[config.mk]
export PLATFORM = sky130hd
export DESIGN_NAME = latch_deserializer
export DESIGN_NICKNAME = d
export VERILOG_FILES = /design/src/rtl/latch_deserializer.sv
export SDC_FILE = /design/constraint.sdc
export NUM_CORES = 1
export LEC_CHECK = 0
export ABC_AREA = 1
export CAP_MARGIN = 20
export CORE_UTILIZATION = 49
export CTS_CLUSTER_SIZE = 30
export DETAILED_ROUTE_END_ITERATION = 8
export PLACE_DENSITY_LB_ADDON = 0.15
export SYNTH_ARGS = -nofsm -noshare
export SYNTH_HDL_FRONTEND = slang
export SYNTH_SLANG_ARGS = --single-unit
export TNS_END_PERCENT = 50
[constraint.sdc]
create_clock -name clock -period 1.95 [get_ports clock]
set_clock_uncertainty 0.1 [all_clocks]
set_input_delay 0.2925 -clock clock [delete_from_list [all_inputs] [get_ports clock]]
set_output_delay 0.2925 -clock clock [all_outputs]
set_load 0.02 [all_outputs]
[src/rtl/latch_deserializer.sv]
// Frames start + WIDTH serial bits sampled from a latch Q output into words on a valid/ready register.
// Optional even-parity bit per frame when the PARITY_EN macro is defined.
module latch_deserializer #(
    parameter int unsigned WIDTH = 8
) (
    input  logic             clock,
    input  logic             reset,
    input  logic             d_in,
    input  logic             d_en,
    input  logic             word_ready,
    input  logic             clr_overrun,
    output logic [WIDTH-1:0] word_out,
    output logic             word_valid,
    output logic             overrun,
`ifdef PARITY_EN
    output logic             parity_err,
`endif
    output logic             busy
);

    localparam int unsigned CW = (WIDTH > 1) ? $clog2(WIDTH) : 1;
`ifdef PARITY_EN
    // The full word must be held while the parity bit is awaited.
    localparam int unsigned SW = WIDTH;
`else
    // The last data bit goes straight to word_out, so one fewer stored bit suffices.
    localparam int unsigned SW = WIDTH - 1;
`endif

    typedef enum logic [1:0] {
        StIdle,
        StShift,
        StParity
    } state_e;

    state_e           state_q;
    logic [SW-1:0]    shreg_q;
    logic [CW-1:0]    count_q;

    logic             last_bit;
    logic [SW-1:0]    shreg_shift;
    logic             complete;
    logic             parity_bad;
    logic [WIDTH-1:0] new_word;
    logic             load;
    logic             drop;

    always_comb begin
        last_bit    = (state_q == StShift) && d_en && (count_q == CW'(WIDTH - 1));
        shreg_shift = (shreg_q << 1) | SW'(d_in);
`ifdef PARITY_EN
        complete    = (state_q == StParity) && d_en && ((^shreg_q ^ d_in) == 1'b0);
        parity_bad  = (state_q == StParity) && d_en && ((^shreg_q ^ d_in) == 1'b1);
        new_word    = shreg_q;
`else
        complete    = last_bit;
        parity_bad  = 1'b0;
        new_word    = {shreg_q, d_in};
`endif
        load        = complete && (!word_valid || word_ready);
        drop        = complete && word_valid && !word_ready;
    end

    always_ff @(posedge clock or posedge reset) begin
        if (reset) begin
            state_q    <= StIdle;
            shreg_q    <= '0;
            count_q    <= '0;
            word_out   <= '0;
            word_valid <= 1'b0;
            overrun    <= 1'b0;
`ifdef PARITY_EN
            parity_err <= 1'b0;
`endif
        end else begin
            case (state_q)
                StIdle: begin
                    // Start bit is consumed here and never stored.
                    if (d_en && d_in) begin
                        state_q <= StShift;
                        count_q <= '0;
                    end
                end
                StShift: begin
                    if (d_en) begin
                        shreg_q <= shreg_shift;
                        if (last_bit) begin
                            count_q <= '0;
`ifdef PARITY_EN
                            state_q <= StParity;
`else
                            state_q <= StIdle;
`endif
                        end else begin
                            count_q <= count_q + CW'(1);
                        end
                    end
                end
                StParity: begin
                    if (d_en) begin
                        state_q <= StIdle;
                    end
                end
                default: state_q <= StIdle;
            endcase

            if (load) begin
                word_out   <= new_word;
                word_valid <= 1'b1;
            end else if (word_valid && word_ready) begin
                word_valid <= 1'b0;
            end

            // A new drop on the same edge as a clear leaves overrun set.
            if (clr_overrun) begin
                overrun <= 1'b0;
            end
            if (drop) begin
                overrun <= 1'b1;
            end
`ifdef PARITY_EN
            parity_err <= parity_bad;
`endif
        end
    end

    assign busy = (state_q != StIdle);

`ifndef PARITY_EN
    logic unused_parity;
    assign unused_parity = parity_bad;
`endif

endmodule

==> impl_metrics.ini <==
[status]
run_status = finished, final reports clean

[worst_setup_path]
crit_path_end_kind = output port
required_ns = 1.56
worstPathMaxFanout = 3
worstSetupStartpointType = flop
timing.critical_path.buf_inv = 1
path_class = flop to output port
crit_path_cell_trace = clkdlybuf4s50_1
arrival_ns = 1.33
critPathTopFamily = buffers and inverters
cp_slowest_cell = clkdlybuf4s50_1
slowest_delay_ns = 0.62

[floorplan]
design.die.area_um2 = 2014
rows = 15
coreArea_um2 = 1727
start_util_pct = 52.17
die_width_um = 44.88
fp.dieH_um = 44.88
io-pin-count = 17

[placed_design]
gp_congestion = 0.7575
dp_slack_ns = 0.2618
portBuffers = 16
place_area_um2 = 1070
hpwl_um = 1111

[cells_and_area]
fillCellCount = 152
layout_commonest_cell = nand2_1
final_area_um2 = 1097
n_antenna_cell = 0
syn2layout_area_growth_pct = 21.81
multi_input_comb_area_um2 = 307.8
fin_nets = 122
regArea_um2 = 525.5
final_cell_mix = 33 x nand2_1, 21 x dfrtp_1, 16 x clkdlybuf4s50_1
drive_gt1_share_pct = 11.50

[sta]
relSlewSlack_pct = 73.36
tns_ns = 0
fin_crit_sh_pct = 88.57
fin_ws_ns = 0.2229
hold_violations = 0
setup_viol = 0
min_period_ns = 1.727
rsz0062_at_grt = no
max_freq_mhz = 579.0
hold_ws_ns = 0.2055
slew_violations = 0
tightest_slew_ns = 0.3987

[detailed_routing]
ant_nets = 0
vias_per_cell = 4.746
drtPass1Iterations = 4
first_iter_violations = 21
via_count = 655
wl_per_cell_um = 11.29
wirelength_um = 1558
drc = 0

[pwr]
ir_drop_uv = 592.4
power_density_nw_per_um2 = 1302
power_leakage_nw = 0.5669
total_power_w = 0.001429

[grt]
grt_max_degree = 22
grt_pass1_vias = 593
grt_first_pass_wirelength_um = 2601
grt.total_usage_pct = 18.25
grt_overflow = 0
antenna_found_initial = 0

[clock_network]
clockBufferDepth = 2
ctsResizeCount = 0
clkTransAtPathRegs_ns = 0.11
clock_sinks = 21
cts_tree = yes
cts_buffers = 3
ctsHoldBuffers = 0
htree_levels = 1
clk_latency_ns = 0.29
root_buffer = clkbuf_4
post_cts_buffers = 0

[yosys]
synth_area_per_cell_um2 = 9.483
synth-seq-area-share_pct = 58.33
synthesis.area_um2 = 900.9
synth_seq_cells = 21
synth_cells = 95
syn_nets = 103
synth_cell_types = 16
yosysWarnings = 0

[run]
max_cap_violations = 0

[worst_hold_path]
hp-class = input port to asynchronous set/reset pin
## routing by layer
layer / GRT usage [%] / vias up / share of wire (%)
met5: 0 / - / 0
met4: 9.091 / 0 / 1.6
met3: 2.400 / 4 / 3.6
met2: 31.18 / 18 / 50
met1: 22.81 / 292 / 45
li1: - / 341 / -
## synth_stat cells
cell,instances,area (µm²)
nand2_2,1,6.260
nand2_1,33,123.9
nor2_2,1,6.260
a21oi_2,1,8.760
o21ai_1,7,35.03
or2_2,1,6.260
ha_1,2,25.02
inv_2,2,7.510
o21ai_0,1,5.000
nand3_1,12,60.06
buf_6,2,22.52
dfrtp_1,21,525.5
nor2_8,1,20.02
inv_1,8,30.03
nand2_4,1,11.26
buf_4,1,7.510
## through the flow
| stage | util, % | std cells |
|---|---|---|
| floorplan | - | 95 |
| global route | 63.55 | 138 |
| finish | 63.55 | 138 |
| detailed placement | 61.96 | 134 |
| global placement | 61.96 | 134 |
| CTS | 63.55 | 138 |
## path summary, 6_finish.rpt
| path | start | endpoint | slack, ns | depth (start not counted) |
|---|---|---|---|---|
| min in group clock | word_out[4] | word_out[4] | 0.38 | 2 |
| max reg2reg | count_q[0] | word_out[3] | 0.46 | 7 |
| max in group asynchronous | reset | count_q[0] | 1.34 | 3 |
| min | reset | word_out[2] | 0.21 | 3 |
| min reg2reg | word_out[4] | word_out[4] | 0.38 | 2 |
| max | state_q[0] | busy | 0.22 | 1 |
## where the power goes
group,leakage [nW],total (W),switching (W),internal [W]
Sequential,0.271,0.000693,0.0000978,0.000595
Combinational,0.278,0.000534,0.000294,0.000241
Clock,0.0177,0.000202,0.000126,0.0000764
## area by class of cell
cell class                 count  area share (%)
multi-input combinational     61           28.05
clock buffer                   3           2.052
sequential                    21           47.89
clock inverter                 1          0.4561
inverter                      10           3.421
timing repair buffer          17           15.28
tap                           25           2.851
## sequential cells by signal, summed over array words and instances, names as in the netlist
name and flops:
count_q 3, overrun 1, word_out 8, word_valid 1, state_q 1, shreg_q 7
## worst register-to-register path: stages (launching register included)
cell	delay (ns)
dfrtp_1	0.40
ha_1	0.18
ha_1	0.21
inv_2	0.09
nor2_8	0.18
nand2_4	0.10
nand2_1	0.09
nand2_1	0.06
## cell families after synthesis
kind of cell               Yosys count  synth area share [%]
AOI/OAI and AO/OA                    9                 5.416
adders and majority gates            2                 2.777
buffers and inverters               13                 7.501
DFF                                 21                 58.33
and+or+nand+nor                     50                 25.97
No activity file was read; power rests on OpenSTA's default activity.
